`config.mk`:
```
export PLATFORM = sky130hd
export DESIGN_NAME = inst_decode_queue
export DESIGN_NICKNAME = d
export VERILOG_FILES = /design/src/rtl/inst_decode_queue.sv
export SDC_FILE = /design/constraint.sdc
export NUM_CORES = 1
export LEC_CHECK = 0
export ABC_CLOCK_PERIOD_IN_PS = 6930
export BUFFER_PORTS_ARGS = -buffer_cell sky130_fd_sc_hd__buf_2
export CORE_UTILIZATION = 45
export DETAILED_ROUTE_END_ITERATION = 10
export GPL_ROUTABILITY_DRIVEN = 0
export GPL_TIMING_DRIVEN = 1
export SYNTH_ARGS = -nofsm -noshare
export SYNTH_HDL_FRONTEND = slang
export SYNTH_SLANG_ARGS = --single-unit
```
`constraint.sdc`:
```
create_clock -name clk -period 6.93 [get_ports clk]
set_input_delay 1.0395 -clock clk [delete_from_list [all_inputs] [get_ports clk]]
set_output_delay 1.0395 -clock clk [all_outputs]
set_load 0.01 [all_outputs]
```
`src/rtl/inst_decode_queue.sv`:
```
// Registered RISC-V decode stage: decodes fetched words into InstCtrl plus a sign-extended
// immediate and buffers them in a DEPTH-entry FIFO with flush and a saturating decode counter.
package inst_decode_queue_pkg;
  typedef enum logic [2:0] {
    INST_X = 3'd0,
    INST_U = 3'd1,
    INST_J = 3'd2,
    INST_I = 3'd3,
    INST_B = 3'd4,
    INST_S = 3'd5,
    INST_R = 3'd6
  } itype_e;

  typedef struct packed {
    itype_e     itype;
    logic       rwb_en;
    logic       is_lui;
    logic       is_aluop;
    logic       is_muldiv;
    logic       is_op32;
    logic       is_jump;
    logic       is_load;
    logic       is_csr;
    logic [2:0] funct3;
    logic [6:0] funct7;
  } InstCtrl;

  localparam int CTRL_W = $bits(InstCtrl);

  localparam logic [6:0] OPC_LUI       = 7'b0110111;
  localparam logic [6:0] OPC_AUIPC     = 7'b0010111;
  localparam logic [6:0] OPC_JAL       = 7'b1101111;
  localparam logic [6:0] OPC_JALR      = 7'b1100111;
  localparam logic [6:0] OPC_BRANCH    = 7'b1100011;
  localparam logic [6:0] OPC_LOAD      = 7'b0000011;
  localparam logic [6:0] OPC_STORE     = 7'b0100011;
  localparam logic [6:0] OPC_OP        = 7'b0110011;
  localparam logic [6:0] OPC_OP_IMM    = 7'b0010011;
  localparam logic [6:0] OPC_OP_32     = 7'b0111011;
  localparam logic [6:0] OPC_OP_IMM_32 = 7'b0011011;
  localparam logic [6:0] OPC_SYSTEM    = 7'b1110011;
endpackage

module inst_decode_queue
  import inst_decode_queue_pkg::*;
#(
  parameter int XLEN     = 64,
  parameter int DEPTH    = 4,
  parameter bit ENABLE_M = 1'b1,
  parameter int CNT_W    = 32
) (
  input  logic                     clk,
  input  logic                     rst_n,
  input  logic                     flush,
  input  logic                     i_valid,
  output logic                     i_ready,
  input  logic [XLEN-1:0]          i_pc,
  input  logic [31:0]              i_bits,
  output logic                     o_valid,
  input  logic                     o_ready,
  output logic [XLEN-1:0]          o_pc,
  output logic [31:0]              o_bits,
  output logic [CTRL_W-1:0]        o_ctrl,
  output logic [XLEN-1:0]          o_imm,
  output logic                     o_illegal,
  output logic [$clog2(DEPTH):0]   o_count,
  output logic [CNT_W-1:0]         o_decoded
);
  localparam int PW = $clog2(DEPTH);
  localparam int CW = PW + 1;

  logic [6:0]      opcode;
  logic [6:0]      f7;
  logic [2:0]      f3;
  logic            is_m;
  logic            f7_ok;
  logic [XLEN-1:0] imm_i, imm_s, imm_b, imm_u, imm_j;
  InstCtrl         dec_ctrl;
  logic [XLEN-1:0] dec_imm;
  logic            dec_illegal;

  assign opcode = i_bits[6:0];
  assign f3     = i_bits[14:12];
  assign f7     = i_bits[31:25];
  assign is_m   = (f7 == 7'b0000001);
  assign f7_ok  = (f7 == 7'b0000000) || (f7 == 7'b0100000) || (is_m && ENABLE_M);

  assign imm_i = XLEN'($signed(i_bits[31:20]));
  assign imm_s = XLEN'($signed({i_bits[31:25], i_bits[11:7]}));
  assign imm_b = XLEN'($signed({i_bits[31], i_bits[7], i_bits[30:25], i_bits[11:8], 1'b0}));
  assign imm_u = XLEN'($signed({i_bits[31:12], 12'b0}));
  assign imm_j = XLEN'($signed({i_bits[31], i_bits[19:12], i_bits[20], i_bits[30:21], 1'b0}));

  always_comb begin
    dec_ctrl        = '0;
    dec_ctrl.funct3 = f3;
    dec_ctrl.funct7 = f7;
    dec_imm         = '0;
    dec_illegal     = 1'b0;
    case (opcode)
      OPC_LUI: begin
        dec_ctrl.itype  = INST_U;
        dec_ctrl.rwb_en = 1'b1;
        dec_ctrl.is_lui = 1'b1;
        dec_imm         = imm_u;
      end
      OPC_AUIPC: begin
        dec_ctrl.itype  = INST_U;
        dec_ctrl.rwb_en = 1'b1;
        dec_imm         = imm_u;
      end
      OPC_JAL: begin
        dec_ctrl.itype   = INST_J;
        dec_ctrl.rwb_en  = 1'b1;
        dec_ctrl.is_jump = 1'b1;
        dec_imm          = imm_j;
      end
      OPC_JALR: begin
        dec_ctrl.itype   = INST_I;
        dec_ctrl.rwb_en  = 1'b1;
        dec_ctrl.is_jump = 1'b1;
        dec_imm          = imm_i;
        if (f3 != 3'b000) dec_illegal = 1'b1;
      end
      OPC_BRANCH: begin
        dec_ctrl.itype = INST_B;
        dec_imm        = imm_b;
      end
      OPC_LOAD: begin
        dec_ctrl.itype   = INST_I;
        dec_ctrl.rwb_en  = 1'b1;
        dec_ctrl.is_load = 1'b1;
        dec_imm          = imm_i;
      end
      OPC_STORE: begin
        dec_ctrl.itype = INST_S;
        dec_imm        = imm_s;
      end
      OPC_OP, OPC_OP_32: begin
        dec_ctrl.itype     = INST_R;
        dec_ctrl.rwb_en    = 1'b1;
        dec_ctrl.is_muldiv = is_m;
        dec_ctrl.is_aluop  = !is_m;
        dec_ctrl.is_op32   = (opcode == OPC_OP_32);
        if (!f7_ok) dec_illegal = 1'b1;
        if (opcode == OPC_OP_32 && XLEN == 32) dec_illegal = 1'b1;
      end
      OPC_OP_IMM: begin
        dec_ctrl.itype    = INST_I;
        dec_ctrl.rwb_en   = 1'b1;
        dec_ctrl.is_aluop = 1'b1;
        dec_imm           = imm_i;
        // RV32 shift amounts are 5 bits; shamt[5] set is reserved
        if (XLEN == 32 && (f3 == 3'b001 || f3 == 3'b101) && i_bits[25]) dec_illegal = 1'b1;
      end
      OPC_OP_IMM_32: begin
        dec_ctrl.itype    = INST_I;
        dec_ctrl.rwb_en   = 1'b1;
        dec_ctrl.is_aluop = 1'b1;
        dec_ctrl.is_op32  = 1'b1;
        dec_imm           = imm_i;
        if (XLEN == 32) dec_illegal = 1'b1;
      end
      OPC_SYSTEM: begin
        dec_ctrl.itype  = INST_I;
        dec_ctrl.is_csr = (f3 != 3'b000);
        dec_ctrl.rwb_en = (f3 != 3'b000);
        dec_imm         = imm_i;
      end
      default: dec_illegal = 1'b1;
    endcase
    if (i_bits[1:0] != 2'b11) dec_illegal = 1'b1;
    if (dec_illegal) dec_ctrl = '0;
  end

  logic [XLEN-1:0] pc_mem  [DEPTH];
  logic [31:0]     bits_mem[DEPTH];
  InstCtrl         ctrl_mem[DEPTH];
  logic [XLEN-1:0] imm_mem [DEPTH];
  logic            ill_mem [DEPTH];

  logic [PW-1:0]    wr_ptr_q, wr_ptr_d, rd_ptr_q, rd_ptr_d;
  logic [CW-1:0]    count_q, count_d;
  logic [CNT_W-1:0] dec_q, dec_d;
  logic             push, pop;

  assign i_ready = (count_q < CW'(DEPTH));
  assign o_valid = (count_q != '0);
  assign push    = i_valid & i_ready;
  assign pop     = o_valid & o_ready;

  always_comb begin
    wr_ptr_d = wr_ptr_q;
    rd_ptr_d = rd_ptr_q;
    count_d  = count_q;
    dec_d    = dec_q;
    if (flush) begin
      wr_ptr_d = '0;
      rd_ptr_d = '0;
      count_d  = '0;
    end else begin
      if (push) wr_ptr_d = wr_ptr_q + PW'(1);
      if (pop)  rd_ptr_d = rd_ptr_q + PW'(1);
      case ({push, pop})
        2'b10:   count_d = count_q + CW'(1);
        2'b01:   count_d = count_q - CW'(1);
        default: count_d = count_q;
      endcase
      if (push && dec_q != '1) dec_d = dec_q + CNT_W'(1);
    end
  end

  always_ff @(posedge clk or negedge rst_n) begin
    if (!rst_n) begin
      wr_ptr_q <= '0;
      rd_ptr_q <= '0;
      count_q  <= '0;
      dec_q    <= '0;
    end else begin
      wr_ptr_q <= wr_ptr_d;
      rd_ptr_q <= rd_ptr_d;
      count_q  <= count_d;
      dec_q    <= dec_d;
    end
  end

  // Payload storage needs no reset: it is only observed while o_valid is high
  always_ff @(posedge clk) begin
    if (push && !flush) begin
      pc_mem[wr_ptr_q]   <= i_pc;
      bits_mem[wr_ptr_q] <= i_bits;
      ctrl_mem[wr_ptr_q] <= dec_ctrl;
      imm_mem[wr_ptr_q]  <= dec_imm;
      ill_mem[wr_ptr_q]  <= dec_illegal;
    end
  end

  assign o_pc      = pc_mem[rd_ptr_q];
  assign o_bits    = bits_mem[rd_ptr_q];
  assign o_ctrl    = ctrl_mem[rd_ptr_q];
  assign o_imm     = imm_mem[rd_ptr_q];
  assign o_illegal = ill_mem[rd_ptr_q];
  assign o_count   = count_q;
  assign o_decoded = dec_q;
endmodule
```
==> parameters.txt <==
Parameter                              Value

STA
  Fin worst setup slack ... 2.70 ns
  TNS Setup ... 0 ns
  Period minus WS final ... 4.23 ns
  Hold Worst Slack ... 0.501 ns
  Highest achievable clock rate ... 236 MHz
  Worst slew pin tran ... 1.01 ns
  Number of failing hold endpoints at the final stage ... 0
  Number of failing setup endpoints in the final timing report ... 0
  RSZ-0062 raised after global routing ... no
  Post-route fraction of the period consumed by the critical path ... 61.0%
  Pins over their slew limit ... 0
  Setup Skew ... 0.0201 ns
  Relative max-transition margin ... 32.1%

Worst setup path
  Setup crit start kind ... flip-flop
  Maximum fanout along the worst path ... 92
  Start-to-end type of the worst setup path ... reg -> out
  FF-to-FF setup slack ... 3.89 ns
  Worst reg2reg endpoint ... pc_mem[0][58]
  Reg-to-Reg Start ... o_count[2]
  CP required ... 5.89 ns
  Critical path endpoint category ... output pin
  Worst r2r path cells ... 4
  Arrival @ worst endpoint ... 3.19 ns

Placed design
  Post-placement worst setup slack ... 3.07 ns
  Final HPWL DP ... 29.4 mm
  Number of placed cells counting well taps ... 2077
  Placed Instance Area ... 0.0267 mm2
  Port Buffer Count ... 319

Synthesis
  Primary FF master, synth ... sky130_fd_sc_hd__edfxtp_1
  Synthesized netlist cell count ... 1133
  Number of distinct library cells after synthesis ... 59
  Number of synthesized register bits ... 639
  Syn_nets ... 1240
  Post-synthesis instance area ... 0.0245 mm2
  Asr flop ratio synth ... 6.10%
  Average cell area after synthesis ... 21.7 um2
  Sequential element share of the synthesized area ... 77.4%
  Yosys warnings ... 0
  Number of enable-type register cells in the synthesized netlist ... 600

Layout
  Commonest non-fill, non-tap cell in the layout ... sky130_fd_sc_hd__edfxtp_1
  Final layout net count ... 1559
  Cell Count, Final, Fillers Out ... 2203
  Most frequent cells in the layout ... sky130_fd_sc_hd__edfxtp_1 (600), sky130_fd_sc_hd__buf_2 (319), sky130_fd_sc_hd__mux4_2 (150)
  P&R area growth vs syn ... 17.5%
  Layout Cell Area excl Fill ... 0.0288 mm2
  Final design utilization ... 53.6%
  FILL cells ... 4232
  Ratio of cells with drive above 1 in the final layout ... 39.4%

Detailed routing
  Number of DRC markers in iteration 0 ... 742
  Post-DRT Antenna Nets ... 0
  TritonRoute pass-1 iters ... 5
  Average wire length per cell after detail routing ... 23.0 um
  Overall via count from detail_route ... 11900
  Final routed DRC violation total ... 0
  Wirelength, routed ... 50.6 mm
  Vias per Instance ... 5.41

Power and ir drop
  Leak Pwr ... 9.98 nW
  Power Dens Cells ... 347 mW/mm2
  Overall Power ... 10.0 mW
  Largest vdd supply drop ... 0.000256 V

Clock tree
  Number of buffers inserted to repair setup after CTS ... 0
  Number of gates resized after cts ... 0
  Clock transition at the register clock pins on the worst setup and hold paths after CTS ... 0.06 ns
  Number of hold-repair buffers added at the cts stage ... 0
  H-tree depth ... 3
  Root buffer cell ... sky130_fd_sc_hd__clkbuf_16
  TritonCTS sink count ... 639
  CTS tree ... yes
  Cts bufs inserted ... 69
  Maximum count of clock buffers along a single path ... 3
  Clk Latency, worst-skew pair ... 0.60 ns

Floorplan
  Die Outline Area ... 0.0555 mm2
  # IOs ... 320
  Row cnt ... 85
  Vertical die dimension ... 236 um
  Die extent in x ... 236 um
  Core footprint ... 0.0538 mm2
  Starting density of the core ... 45.6%

Run
  Number of max-cap violations ... 0

Hold path
  Hold Path Class ... reg -> reg
  Start point of the worst min-delay path ... o_decoded[25]
  Worst Hold Depth ... 1
  Capture endpoint of the worst hold path ... o_decoded[25]

Global route
  Met2 routing resource usage after global routing ... 28.6%
  Met3 track utilization from global routing ... 5.04%
  Largest net degree at the start of global routing ... 98
  Peak-usage layer in the global routing report ... met2
  M1 GR Usage ... 25.2%
  Overflow left after global routing ... 0
  Antenna violations before repair ... 4
  Vias in the first global route ... 12300
  Wire length of the first global-routing pass ... 76.7 mm
  GRT Overall Usage ... 18.4%

Run status
  Run status ... finished clean
cells in the mapped netlist, drive strengths merged (2+ instances only):
cell	number	area, um2
edfxtp	600	18000
mux4	150	3380
buf	52	345
dfrtp	39	976
nor2	30	113
clkbuf	28	105
and2	22	138
xor2	21	184
nand2	20	75.1
a21o	19	143
nor3	16	95.1
a21oi	15	75.1
nand3	15	75.1
inv	12	45.0
xnor2	11	96.3
nand4	7	50.1
nor4	6	37.5
o21ai	6	30.0
ha	5	62.6
a22o	4	35.0
a31oi	4	25.0
nor2b	4	25.0
or3	4	30.0
and3	3	18.8
and4	3	28.8
o21a	3	22.5
o21bai	3	22.5
or2	3	18.8
or4	3	22.5
mux2	2	26.3
nor4b	2	17.5
o211ai	2	20.0
o22ai	2	12.5
power by group:
part / internal [mW] / leakage (nW) / switching (mW)
Sequential: 4.45 / 5.95 / 0.157
Clock: 1.98 / 1.03 / 1.44
Combinational: 0.931 / 3.00 / 1.04
worst max-delay path by stage:
| stage | slack (ns) | startpoint | to | cells past startpoint |
|---|---|---|---|---|
| after floorplan | 1.31 | i_valid | bits_mem[0][0] | 4 |
| after detailed placement | 3.07 | i_bits[27] | ctrl_mem[2][20] | 7 |
| after global placement | 3.09 | i_valid | bits_mem[0][19] | 5 |
| after global routing | 2.42 | rd_ptr_q[0] | o_ctrl[9] | 3 |
| final | 2.70 | rd_ptr_q[0] | o_ctrl[9] | 3 |
| after CTS | 2.57 | rd_ptr_q[0] | o_ctrl[9] | 3 |
worst max-delay path, cell delays in order (launching register included):
cell and delay [ns]:
sky130_fd_sc_hd__dfrtp_4 0.97, sky130_fd_sc_hd__buf_12 0.61, sky130_fd_sc_hd__mux4_2 0.65, sky130_fd_sc_hd__buf_2 0.17
registers in the layout, summed over array words and instances, names as in the netlist, 3 cells and up:
register and flops:
bits_mem 128, o_decoded 32, pc_mem 256, imm_mem 128, ctrl_mem 84, o_count 3, ill_mem 4
cell families (layout without fill, tap and decap cells):
logic type	count (synthesis)	in the layout	share of synthesized area (%)
adders and majority gates	7	7	0.377
other	0	3	0
muxes	153	153	13.9
DFF	639	639	77.4
xor gates and xnor gates	32	32	1.14
buffers and inverters	92	463	2.02
and+or+nand+nor	144	144	3.22
AOI/OAI and AO/OA	66	66	1.91
area by class of cell:
class / instances / area [um2] / share of cell area, %
Sequential cell: 639 / 19000 / 65.9
Multi-Input combinational cell: 402 / 5070 / 17.6
Clock buffer: 89 / 1870 / 6.47
Timing Repair Buffer: 328 / 1740 / 6.03
Tap cell: 696 / 871 / 3.02
Clock inverter: 34 / 231 / 0.803
Inverter: 12 / 45.0 / 0.156
Antenna cell: 3 / 7.51 / 0.0260
metal layers:
layer / part of all wire [%] / up-vias
li1: - / 5284
met1: 43 / 6229
met2: 48 / 344
met3: 7.2 / 62
met4: 2.3 / 4
met5: 0.065 / -
(Power assumes the default switching activity.)
